$ cat src/rtl/ber_sync_ctrl.sv
// ber_sync_ctrl: BER counter sequencer that clears the counter, sweeps candidate latencies
// in synchronization mode, then switches the counter to BER counting mode.
module ber_sync_ctrl #(
  parameter int PRBS_MAX_CYCLES = 511,
  parameter int SYNC_WINDOW     = 511,
  localparam int IDX_BITS = $clog2(PRBS_MAX_CYCLES)
) (
  input  logic                clk,
  input  logic                i_rst_n,
  input  logic                i_ctrl,
  input  logic                i_enable,
  input  logic                i_resync,
  output logic                o_ber_reset,
  output logic                o_synchro_en,
  output logic                o_prbs_cmp_curr_addr_done,
  output logic                o_ber_counter_en,
  output logic                o_sync_done,
  output logic [IDX_BITS-1:0] o_cand_idx,
  output logic [1:0]          o_state,
  output logic [7:0]          o_sync_count
);
  localparam int BIT_BITS = $clog2(SYNC_WINDOW + 1);
  localparam logic [BIT_BITS-1:0] WIN  = BIT_BITS'(SYNC_WINDOW);
  localparam logic [IDX_BITS-1:0] LAST = IDX_BITS'(PRBS_MAX_CYCLES - 1);
  typedef enum logic [1:0] {IDLE, CLR, SYNC, COUNT} state_t;
  state_t              r_state, w_next;
  logic [BIT_BITS-1:0] r_bit_cnt;
  logic [IDX_BITS-1:0] r_cand_cnt;
  logic [7:0]          r_sync_count;
  logic                w_win_end, w_last_cand;
  assign w_win_end   = r_bit_cnt == WIN;
  assign w_last_cand = r_cand_cnt == LAST;
  always_comb begin
    w_next = r_state;
    if (!i_enable) w_next = IDLE;
    else if (i_resync && (r_state == SYNC || r_state == COUNT)) w_next = CLR;
    else if (r_state == IDLE) w_next = CLR;
    else if (r_state == CLR) w_next = SYNC;
    else if (r_state == SYNC && i_ctrl && w_win_end && w_last_cand) w_next = COUNT;
  end
  // counters are held at zero whenever the sequencer is not continuing a sweep
  always_ff @(posedge clk or negedge i_rst_n) begin
    if (!i_rst_n) begin
      r_state      <= IDLE;
      r_bit_cnt    <= '0;
      r_cand_cnt   <= '0;
      r_sync_count <= '0;
    end else begin
      r_state <= w_next;
      if (w_next != SYNC) begin
        r_bit_cnt  <= '0;
        r_cand_cnt <= '0;
      end else if (r_state == SYNC && i_ctrl) begin
        r_bit_cnt  <= w_win_end ? '0 : r_bit_cnt + 1'b1;
        r_cand_cnt <= w_win_end ? r_cand_cnt + 1'b1 : r_cand_cnt;
      end
      if (r_state == SYNC && w_next == COUNT && r_sync_count != 8'hff)
        r_sync_count <= r_sync_count + 1'b1;
    end
  end
  assign o_ber_reset               = r_state == CLR;
  assign o_synchro_en              = r_state == SYNC;
  assign o_prbs_cmp_curr_addr_done = r_state == SYNC && w_win_end;
  assign o_ber_counter_en          = r_state == COUNT;
  assign o_sync_done               = r_state == COUNT;
  assign o_cand_idx                = r_cand_cnt;
  assign o_state                   = r_state;
  assign o_sync_count              = r_sync_count;
endmodule

$ cat config.mk
export PLATFORM = sky130hd
export DESIGN_NAME = ber_sync_ctrl
export DESIGN_NICKNAME = d
export VERILOG_FILES = /design/src/rtl/ber_sync_ctrl.sv
export SDC_FILE = /design/constraint.sdc
export NUM_CORES = 1
export LEC_CHECK = 0
export BUFFER_PORTS_ARGS = -buffer_cell sky130_fd_sc_hd__buf_2
export CORE_MARGIN = 5
export CORE_UTILIZATION = 50
export DETAILED_ROUTE_END_ITERATION = 7
export PLACE_DENSITY_LB_ADDON = 0.15
export RECOVER_POWER = 50
export SYNTH_ARGS = -nofsm -noshare
export SYNTH_HDL_FRONTEND = slang
export SYNTH_SLANG_ARGS = --single-unit
$ cat constraint.sdc
create_clock -name clk -period 3.22 [get_ports clk]
set_input_delay 0.322 -clock clk [delete_from_list [all_inputs] [get_ports clk]]
set_output_delay 0.322 -clock clk [all_outputs]
set_load 0.03 [all_outputs]
==> results of run 1 <==
==> logic make-up after synthesis <==
| family | Yosys count | synth area share, % |
|---|---|---|
| and+or+nand+nor | 69 | 27.4 |
| DFF | 28 | 46.4 |
| AOI/OAI and AO/OA | 22 | 8.78 |
| xor gates and xnor gates | 13 | 7.54 |
| buffers and inverters | 8 | 2.57 |
| adders and majority gates | 5 | 4.14 |
| muxes | 4 | 3.15 |
==> synth_stat cells (all sizes together) (2+ instances only) <==
master	number	area, sq um
nor2	17	63.8
and3	5	31.3
xor2	11	96.3
nand4	7	58.8
dfrtp	28	701
a211oi	2	15.0
xnor2	2	17.5
or3	2	12.5
and4	3	27.5
ha	5	62.6
o21ai	6	30.0
nor3b	2	15.0
a31oi	2	12.5
clkbuf	2	7.51
a21oi	9	45.0
buf	3	20.0
nand3b	4	30.0
nor3	2	10.0
mux2	3	37.5
inv	3	11.3
and2	3	20.0
nand2	7	26.3
or2	2	15.0
nand3	7	35.0
==> metal layers <==
| layer | track usage [%] | part of all wire, % | up-vias |
|---|---|---|---|
| li1 | - | - | 597 |
| met3 | 2.95 | 2.6 | 2 |
| met5 | 0 | 0 | - |
| met4 | 6.07 | 0.69 | 0 |
| met1 | 21.8 | 50 | 574 |
| met2 | 25.0 | 47 | 18 |
==> per-stage QoR <==
stage / hold WS [ps] / total power [mW] / area, sq um / setup slack, ps
6_report: 180 / 0.654 / 1740 / 614
2_1_floorplan: 26.4 / 0.402 / 1510 / 780
3_3_place_gp: 364 / 0.428 / 1690 / 747
4_1_cts: 154 / 0.664 / 1750 / 605
3_5_place_dp: 373 / 0.429 / 1690 / 715
5_1_grt: 153 / 0.686 / 1740 / 489
==> critical path, delay by kind of cell, from the launching register on <==
family	cells	cell delay (ps)
flip-flops	1	450
AND/OR/NAND/NOR	4	730
adder cells (fa/ha/maj)	2	430
buffers and inverters	2	340
==> power by group <==
group          leakage, nW  internal (mW)  total, mW  switching, mW
logic                0.391         0.0199     0.0617         0.0418
registers            0.389          0.355      0.361        0.00587
clock network       0.0279          0.126      0.231          0.106
==> path summary, 6_finish.rpt <==
check	startpoint	endpoint	slack, ps	cells after the start
max	r_bit_cnt[0]$_DFFE_PN0P_	o_prbs_cmp_curr_addr_done	610	8
min	i_resync	o_state[1]$_DFF_PN0_	180	2
max reg2reg	r_bit_cnt[0]$_DFFE_PN0P_	r_bit_cnt[7]$_DFFE_PN0P_	670	9
min reg2reg	o_sync_count[3]$_DFFE_PN0P_	o_sync_count[3]$_DFFE_PN0P_	530	1
max in group asynchronous	i_rst_n	o_sync_count[6]$_DFFE_PN0P_	1450	2
min in group asynchronous	i_rst_n	r_bit_cnt[8]$_DFFE_PN0P_	880	2
==> state kept, by name, summed over array words and instances (netlist names) <==
| name | flops |
|---|---|
| o_state | 2 |
| o_cand_idx | 9 |
| r_bit_cnt | 9 |
| o_sync_count | 8 |
==> timing repair <==
item                                   4_1_cts  5_1_grt
hold buffers                                 1        0
endpoints found under the hold margin       16        0
resized for setup                            0        0
==> layout by cell type (no fill, tap or decap), types with 6 or more instances in the layout <==
master / instances
nand4_1: 6
buf_2: 16
nor2_1: 17
a21oi_1: 9
xor2_1: 11
clkbuf_1: 12
o21ai_0: 6
nand3_1: 7
nand2_1: 7
dfrtp_1: 28
==> final cells by class <==
| class | count | area (sq um) | area share [%] |
|---|---|---|---|
| inverter | 3 | 11.3 | 0.647 |
| multi-input combinational | 113 | 771 | 44.3 |
| tap | 33 | 41.3 | 2.37 |
| clock inverter | 1 | 30.0 | 1.73 |
| clock buffer | 3 | 22.5 | 1.29 |
| timing repair buffer | 31 | 163 | 9.35 |
| sequential | 28 | 701 | 40.3 |
==> out/summary.txt, run 1 <==
status -> finished, violations left
violations in the final reports -> max-capacitance violations, max-slew violations
Post-synth EDFFs -> 0
ANT nets after route -> 0
antenna violations before repair -> 0
power per standard cell area -> 376 nW/um^2
Syn Nets -> 159
Top Ports -> 29
Finished Core Util -> 58.4%
critical path, cell by cell -> ha_1 > and3_1 > and3_1 > and3_1 > ha_1 > buf_4 > and2_1 > buf_2
worst setup path class -> flip-flop to primary output
Post-route DRC -> 0
fmax -> 384 MHz
routed vias/inst -> 5.62
worst vdd ir -> 248 uV
Clock Sinks -> 28
CTS H-tree depth -> 1
GRT Overall Usage -> 16.0%
crit-path most repeated cell -> and3_1
final std cells w/o fill -> 212
die width -> 65.0 um
Post-Route WL -> 3.05 mm
Crit-path slowest cell -> dfrtp_1
clock latency on the worst-skew pair -> 330 ps
Pleak -> 0.808 nW
Core Region -> 2980 sq um
Worst Tran Pin Value -> 1540 ps
initial DRC count -> 128
clk slew on worst S/H paths -> 150 ps
global route overflow -> 0
row count -> 20
clock skew -> 4.62 ps
Max clock buf depth -> 2
CTS tree -> yes
port bufs -> 28
first-pass GRT wire length -> 5.37 mm
Die ar. -> 4220 sq um
CTS root buffer -> clkbuf_4
mapped cell area -> 1510 sq um
number of global-route vias before repair -> 1167
Layout area overhead -> 15.2%
worst hold path class -> input pin to flip-flop
Critical Path Source Type -> flip-flop
Post-CTS Setup Repair Bufs -> 0
GPL Wtd Cong -> 0.796
Seq/Total Area, Yosys -> 46.4%
Chip Height -> 65.0 um
largest net degree at the start of global routing -> 29
Period minus WS final -> 2610 ps
Initial Utilization -> 50.7%
final hold vios -> 0
Placed Cells -> 207
unrepaired setup endpoints after global routing -> false
routed len/inst -> 14.4 um
Cell variety after synth -> 42
Antenna diodes -> 0
Tcrit/Tclk final -> 80.9%
CP Capture Type -> primary output
Nets -> 190
drt pass-1 iters -> 4
post-DP HPWL -> 2.17 mm
share of layout cells above drive strength 1 -> 17.9%
CTS buffer count -> 3
final count of negative-setup-slack endpoints -> 0
Rel. slew slack -> -2.49%
Crit path largest cell delay -> 450 ps
crit-path max FO -> 11
Max-Cap Viols -> 1
fillcell total -> 280
setup_tns -> 0 ps
Slew Viols, Final -> 29
Mapped Cells -> 149
asr flop ratio synth -> 100%
Syn. warnings -> 0
Main synth FF type -> dfrtp_1
Critical Path RT -> 2900 ps
Critical Path AT -> 2280 ps
post-synthesis area per instance -> 10.1 sq um
Seq cells post-synth -> 28
via count -> 1191
Note: power is estimated with default switching activity, not from simulation.
==> run 2, diff against run 1 <==
clock period = 2.7 ns   (was 3.22 ns; I/O delays follow)
==> out/summary.txt, run 2 (synthesis results as in run 1) <==
status -> complete, no violations (was finished, violations left)
DR top layer -> met4 (unchanged)
Initial Utilization -> 50.7% (unchanged)
Post-route DRC -> 0 (unchanged)
crit-path max FO -> 9 (was 11)
Layout area overhead -> 12.5% (was 15.2%)
WL met1 -> 1.43 mm (was 1.52 mm)
GPL Wtd Cong -> 0.750 (was 0.796)
first-pass GRT wire length -> 5.39 mm (was 5.37 mm)
Clk pwr share -> 24.8% (was 35.4%)
Tcrit/Tclk final -> 94.8%
CTS tree -> yes (unchanged)
Nets -> 190 (unchanged)
P_sw -> 0.168 mW (was 0.153 mW)
CP Launch Point -> r_bit_cnt[0]$_DFFE_PN0P_ (unchanged)
Clock Sinks -> 28 (unchanged)
final hold vios -> 0 (unchanged)
CTS buffer count -> 3 (unchanged)
Critical Path RT -> 2960 ps (was 2900 ps)
Antenna diodes -> 0 (unchanged)
Seq pwr share -> 64.8% (was 55.2%)
unrepaired setup endpoints after global routing -> false (unchanged)
die width -> 65.0 um (unchanged)
number of global-route vias before repair -> 1200 (was 1167)
most common cell after layout, fill and taps aside -> dfrtp_1 (unchanged)
critical path, cell by cell -> ha_1 > and3_1 > and3_1 > and3_1 > ha_1 > buf_4 > or2_2 > or4_1 > a21oi_1 (was ha_1 > and3_1 > and3_1 > and3_1 > ha_1 > buf_4 > and2_1 > buf_2)
met2 WL -> 1.42 mm (was 1.43 mm)
CTS H-tree depth -> 1 (unchanged)
crit-path most repeated cell -> and3_1 (unchanged)
Post-Route WL -> 2.95 mm (was 3.05 mm)
initial DRC count -> 75 (was 128)
Max clock buf depth -> 2 (unchanged)
Critical Path AT -> 2810 ps (was 2280 ps)
CP Capture Type -> flip-flop (was primary output)
met3 wire length -> 88 um (was 79 um)
drt pass-1 iters -> 5 (was 4)
global route overflow -> 0 (unchanged)
Critical Path Source Type -> flip-flop (unchanged)
Pleak -> 0.790 nW (was 0.808 nW)
CTS root buffer -> clkbuf_4 (unchanged)
cell family with most CP delay -> simple AND/OR/NAND/NOR gates (unchanged)
port bufs -> 28 (unchanged)
setup ws final -> 141 ps (was 614 ps)
worst hold path class -> input pin to flip-flop (unchanged)
Max-Cap Viols -> 0 (was 1)
dpl ws -> 154 ps (was 715 ps)
leading cell types in the layout, fill and taps excluded -> dfrtp_1, nor2_1, buf_2, xor2_1, clkbuf_1 (was dfrtp_1, nor2_1, buf_2, clkbuf_1, xor2_1)
Chip Height -> 65.0 um (unchanged)
largest net degree at the start of global routing -> 29 (unchanged)
post-DP HPWL -> 2.14 mm (was 2.17 mm)
Sw Share -> 25.4% (was 23.4%)
row count -> 20 (unchanged)
clock latency on the worst-skew pair -> 310 ps (was 330 ps)
Post-CTS Setup Repair Bufs -> 0 (unchanged)
Crit path buffers/inverters -> 1 (was 2)
Crit Reg-Reg Startpoint -> r_bit_cnt[0]$_DFFE_PN0P_ (unchanged)
share of layout cells above drive strength 1 -> 18.5% (was 17.9%)
routed vias/inst -> 5.63 (was 5.62)
routed len/inst -> 14.0 um (was 14.4 um)
Period minus WS final -> 2560 ps
clock skew -> 7.75 ps (was 4.62 ps)
Slew Viols, Final -> 0 (was 29)
ANT nets after route -> 0 (unchanged)
Crit path largest cell delay -> 460 ps (was 450 ps)
power per standard cell area -> 390 nW/um^2 (was 376 nW/um^2)
Rel. slew slack -> 0.359% (was -2.49%)
GRT Overall Usage -> 16.0% (about the same)
final count of negative-setup-slack endpoints -> 0 (unchanged)
Worst Tran Pin Value -> 1490 ps (was 1540 ps)
worst vdd ir -> 253 uV (was 248 uV)
Top Ports -> 29 (unchanged)
hold_sp -> i_resync (unchanged)
Die ar. -> 4220 sq um (unchanged)
via count -> 1188 (was 1191)
clk slew on worst S/H paths -> 140 ps (was 150 ps)
Core Region -> 2980 sq um (unchanged)
Crit-path slowest cell -> dfrtp_2 (was dfrtp_1)
antenna violations before repair -> 0 (unchanged)
worst setup path class -> flip-flop to flip-flop (was flip-flop to primary output)
setup_tns -> 0 ps (unchanged)
Int Power -> 0.495 mW (was 0.500 mW)
combinational power share -> 10.5% (was 9.4%)
fmax -> 391 MHz
[run 2: changes by cell type in the layout (fill, tap and decap cells not counted), sizes merged]
cell    change
buf         +1
bufinv      -1
clkbuf      -1
[run 2: path summary, 6_finish.rpt]
path	end	slack, ps	depth (start not counted)
max	r_bit_cnt[7]$_DFFE_PN0P_	140	9
min	o_state[1]$_DFF_PN0_	140	2
max reg2reg	r_bit_cnt[7]$_DFFE_PN0P_	140	9
min reg2reg	o_sync_count[7]$_DFFE_PN0P_	520	1
max in group asynchronous	r_bit_cnt[0]$_DFFE_PN0P_	900	2
min in group asynchronous	r_bit_cnt[8]$_DFFE_PN0P_	830	2
[run 2: final cells by class]
type                            count  area, sq um
Timing Repair Buffer               31          151
Inverter                            3         11.3
Tap cell                           33         41.3
Multi-Input combinational cell    113          771
Fill cell                         286         1280
Sequential cell                    28          702
Clock buffer                        3         22.5
[run 2: worst reg2reg max path: cells and delay by family, from the launching register on]
kind	cells	cell delay (ps)
compound gates	1	130
buf+inv	1	170
flops	1	460
fa+ha+maj	2	440
simple gates	5	1310
[run 2: power by group through the flow]
stage,clock network [mW],logic [mW],registers [mW]
after floorplan,0,0.0373,0.443
after global placement,0,0.0683,0.437
after detailed placement,0,0.0697,0.437
after CTS,0.176,0.0709,0.430
after global routing,0.198,0.0762,0.431
final,0.164,0.0695,0.430
[run 2: timing repair]
item	4_1_cts	5_1_grt
hold buffers	1	0
endpoints found under the setup margin	0	2
hold endpoints to repair	28	0
resized for setup	0	1
[run 2: routing by layer]
metal	GRT usage, %	vias up
met5	0	-
met4	3.96	0
met3	2.77	2
met2	26.6	16
met1	21.7	574
li1	-	596
[run 2: metrics by stage]
stage               util (%)  hold WS (ps)  instances  instance area (sq um)  power (mW)
floorplan                  -         -25.6        149                   1510       0.480
global placement        56.4           319        207                   1680       0.506
detailed placement      56.4           328        207                   1680       0.507
CTS                     57.5           129        211                   1710       0.676
global route            57.1           121        211                   1700       0.705
finish                  57.1           144        211                   1700       0.664
==> run 3, diff against run 2 <==
ABC_AREA = 1   (was unset)
==> out/summary.txt, run 3 <==
status -> finished, violations left (was complete, no violations)
violations in the final reports -> max-capacitance violations, max-slew violations
Critical Path RT -> 2430 ps (was 2960 ps)
# hold bufs at CTS -> 0 (was 1)
Synth top area share -> 37.1% (was 46.4%)
Main synth FF type -> dfrtp_1 (unchanged)
Layout area overhead -> 8.80% (was 12.5%)
Chip Height -> 71.5 um (was 65.0 um)
CTS buffer count -> 3 (unchanged)
Mapped Cells -> 248 (was 149)
Resized Gates After CTS -> 0 (unchanged)
Post-synth EDFFs -> 0 (unchanged)
cells on worst reg2reg path -> 14 (was 9)
Top Ports -> 29 (unchanged)
mapped cell area -> 1890 sq um (was 1510 sq um)
Max-Cap Viols -> 1 (was 0)
Rel. slew slack -> -2.52% (was 0.359%)
CTS root buffer -> clkbuf_8 (was clkbuf_4)
Finished Core Util -> 56.2% (was 57.1%)
Post-synth top cells -> nand2_1, dfrtp_1, inv_1, nor2_1, nand3_1 (was dfrtp_1, nor2_1, xor2_1, a21oi_1)
share of layout cells above drive strength 1 -> 14.6% (was 18.5%)
setup_tns -> 0 ps (unchanged)
GPL Wtd Cong -> 0.773 (was 0.750)
ANT nets after route -> 0 (unchanged)
asr flop ratio synth -> 100% (unchanged)
clock latency on the worst-skew pair -> 280 ps (was 310 ps)
number of global-route vias before repair -> 1592 (was 1200)
final count of negative-setup-slack endpoints -> 0 (unchanged)
Period minus WS final -> 2470 ps (was 2560 ps)
CP Capture Type -> primary output (was flip-flop)
Max clock buf depth -> 2 (unchanged)
Die ar. -> 5110 sq um (was 4220 sq um)
initial DRC count -> 134 (was 75)
fillcell total -> 378 (was 286)
row count -> 22 (was 20)
power per standard cell area -> 511 nW/um^2 (was 390 nW/um^2)
largest net degree at the start of global routing -> 29 (unchanged)
fmax -> 405 MHz (was 391 MHz)
global route overflow -> 0 (unchanged)
most common cell after layout, fill and taps aside -> nand2_1 (was dfrtp_1)
Critical Path AT -> 2200 ps (was 2810 ps)
Post-CTS Setup Repair Bufs -> 0 (unchanged)
Post-Route WL -> 3.91 mm (was 2.95 mm)
area of the multi-input gates -> 976 sq um (was 771 sq um)
post-synthesis area per instance -> 7.62 sq um (was 10.1 sq um)
biggest area consumer among synthesized cells -> dfrtp_1 (unchanged)
final hold vios -> 0 (unchanged)
worst hold path class -> input pin to asynchronous set/reset pin (was input pin to flip-flop)
CTS H-tree depth -> 1 (unchanged)
Tcrit/Tclk final -> 91.5% (was 94.8%)
drt pass-1 iters -> 4 (was 5)
Pwr Total -> 1.05 mW (was 0.664 mW)
Initial Utilization -> 51.6% (was 50.7%)
Syn. warnings -> 0 (unchanged)
worst vdd ir -> 346 uV (was 253 uV)
via count -> 1666 (was 1188)
Slew Viols, Final -> 29 (was 0)
routed len/inst -> 12.1 um (was 14.0 um)
Seq cells post-synth -> 28 (unchanged)
GRT Overall Usage -> 16.6% (was 16.0%)
post-DP HPWL -> 2.80 mm (was 2.14 mm)
Pleak -> 1.05 nW (was 0.790 nW)
Worst Tran Pin Value -> 1540 ps (was 1490 ps)
top-count cell post-synth -> nand2_1 (was dfrtp_1)
Antenna diodes -> 0 (unchanged)
Synth area leaders -> dfrtp_1, nand2_1, inv_1 (was dfrtp_1, xor2_1, nor2_1)
clk slew on worst S/H paths -> 100 ps (was 140 ps)
clock skew -> 6.05 ps (was 7.75 ps)
Sequential Area -> 701 sq um (was 702 sq um)
port bufs -> 28 (unchanged)
Critical Path Source Type -> flip-flop (unchanged)
first-pass GRT wire length -> 7.09 mm (was 5.39 mm)
die width -> 71.5 um (was 65.0 um)
Cell variety after synth -> 26 (was 42)
routed vias/inst -> 5.17 (was 5.63)
antenna violations before repair -> 0 (unchanged)
Core Region -> 3660 sq um (was 2980 sq um)
Nets -> 285 (was 190)
leading cell types in the layout, fill and taps excluded -> nand2_1, dfrtp_1, inv_1, nor2_1, nand3_1 (was dfrtp_1, nor2_1, buf_2, xor2_1, clkbuf_1)
Syn Nets -> 258 (was 159)
Post-route DRC -> 0 (unchanged)
Seq/Total Area, Yosys -> 37.1% (was 46.4%)
crit-path max FO -> 12 (was 9)
unrepaired setup endpoints after global routing -> false (unchanged)
CTS tree -> yes (unchanged)
Clock Sinks -> 28 (unchanged)
worst setup path class -> flip-flop to primary output (was flip-flop to flip-flop)
## run 3: worst paths after layout
path	to	startpoint	slack, ps
min reg2reg	r_bit_cnt[7]$_DFFE_PN0P_	r_bit_cnt[7]$_DFFE_PN0P_	510
min	o_cand_idx[6]$_DFFE_PN0P_	i_rst_n	360
min in group clk	o_sync_count[4]$_DFFE_PN0P_	i_enable	460
max	o_prbs_cmp_curr_addr_done	r_bit_cnt[0]$_DFFE_PN0P_	230
max in group asynchronous	r_bit_cnt[8]$_DFFE_PN0P_	i_rst_n	1460
max reg2reg	r_bit_cnt[1]$_DFFE_PN0P_	r_bit_cnt[0]$_DFFE_PN0P_	380
## run 3: routing by layer
metal  global-route usage [%]  wire, um  up-vias
met3                     1.68       127        4
met5                        0         0        -
met2                     27.8      1870       23
li1                         -         -      847
met4                     4.18        30        0
met1                     23.1      1880      792
## run 3: cells by family (layout without fill, tap and decap cells)
kind of cell,Yosys count,count (layout),synth area share (%)
and+or+nand+nor,150,150,36.7
buffers and inverters,38,64,10.9
DFF,28,28,37.1
AOI/OAI and AO/OA,15,15,6.42
xor gates and xnor gates,12,12,5.56
adders and majority gates,5,5,3.31
## run 3: worst max-delay path, cell delays in order (launching register included)
cell and delay [ps]:
dfrtp_1 410, ha_1 220, nand3_1 120, nand3b_1 190
nor2_1 100, ha_1 180, buf_4 160, inv_1 200
nor2_1 150, buf_2 200
## run 3: report_power, final
part           total (mW)  internal (mW)  switching (mW)
registers           0.481          0.449          0.0325
clock network       0.336          0.199           0.138
logic               0.233         0.0585           0.174
## run 3: cell type report
cell class                      instances  share of cell area [%]
Clock buffer                            3                    2.01
Clock inverter                          1                    1.46
Inverter                               31                    5.66
Multi-Input combinational cell        182                    47.4
Sequential cell                        28                    34.1
Tap cell                               48                    2.92
Timing Repair Buffer                   29                    6.45
## run 3: stage by stage
stage | worst slack, ps | cell area [sq um] | instances | hold WS, ps
after floorplan | 579 | 1890 | 248 | -25.6
after detailed placement | 426 | 2010 | 318 | 334
after CTS | 200 | 2080 | 322 | 26.1
after global placement | 492 | 2010 | 318 | 328
final | 230 | 2060 | 322 | 357
after global routing | 75.5 | 2060 | 322 | 500
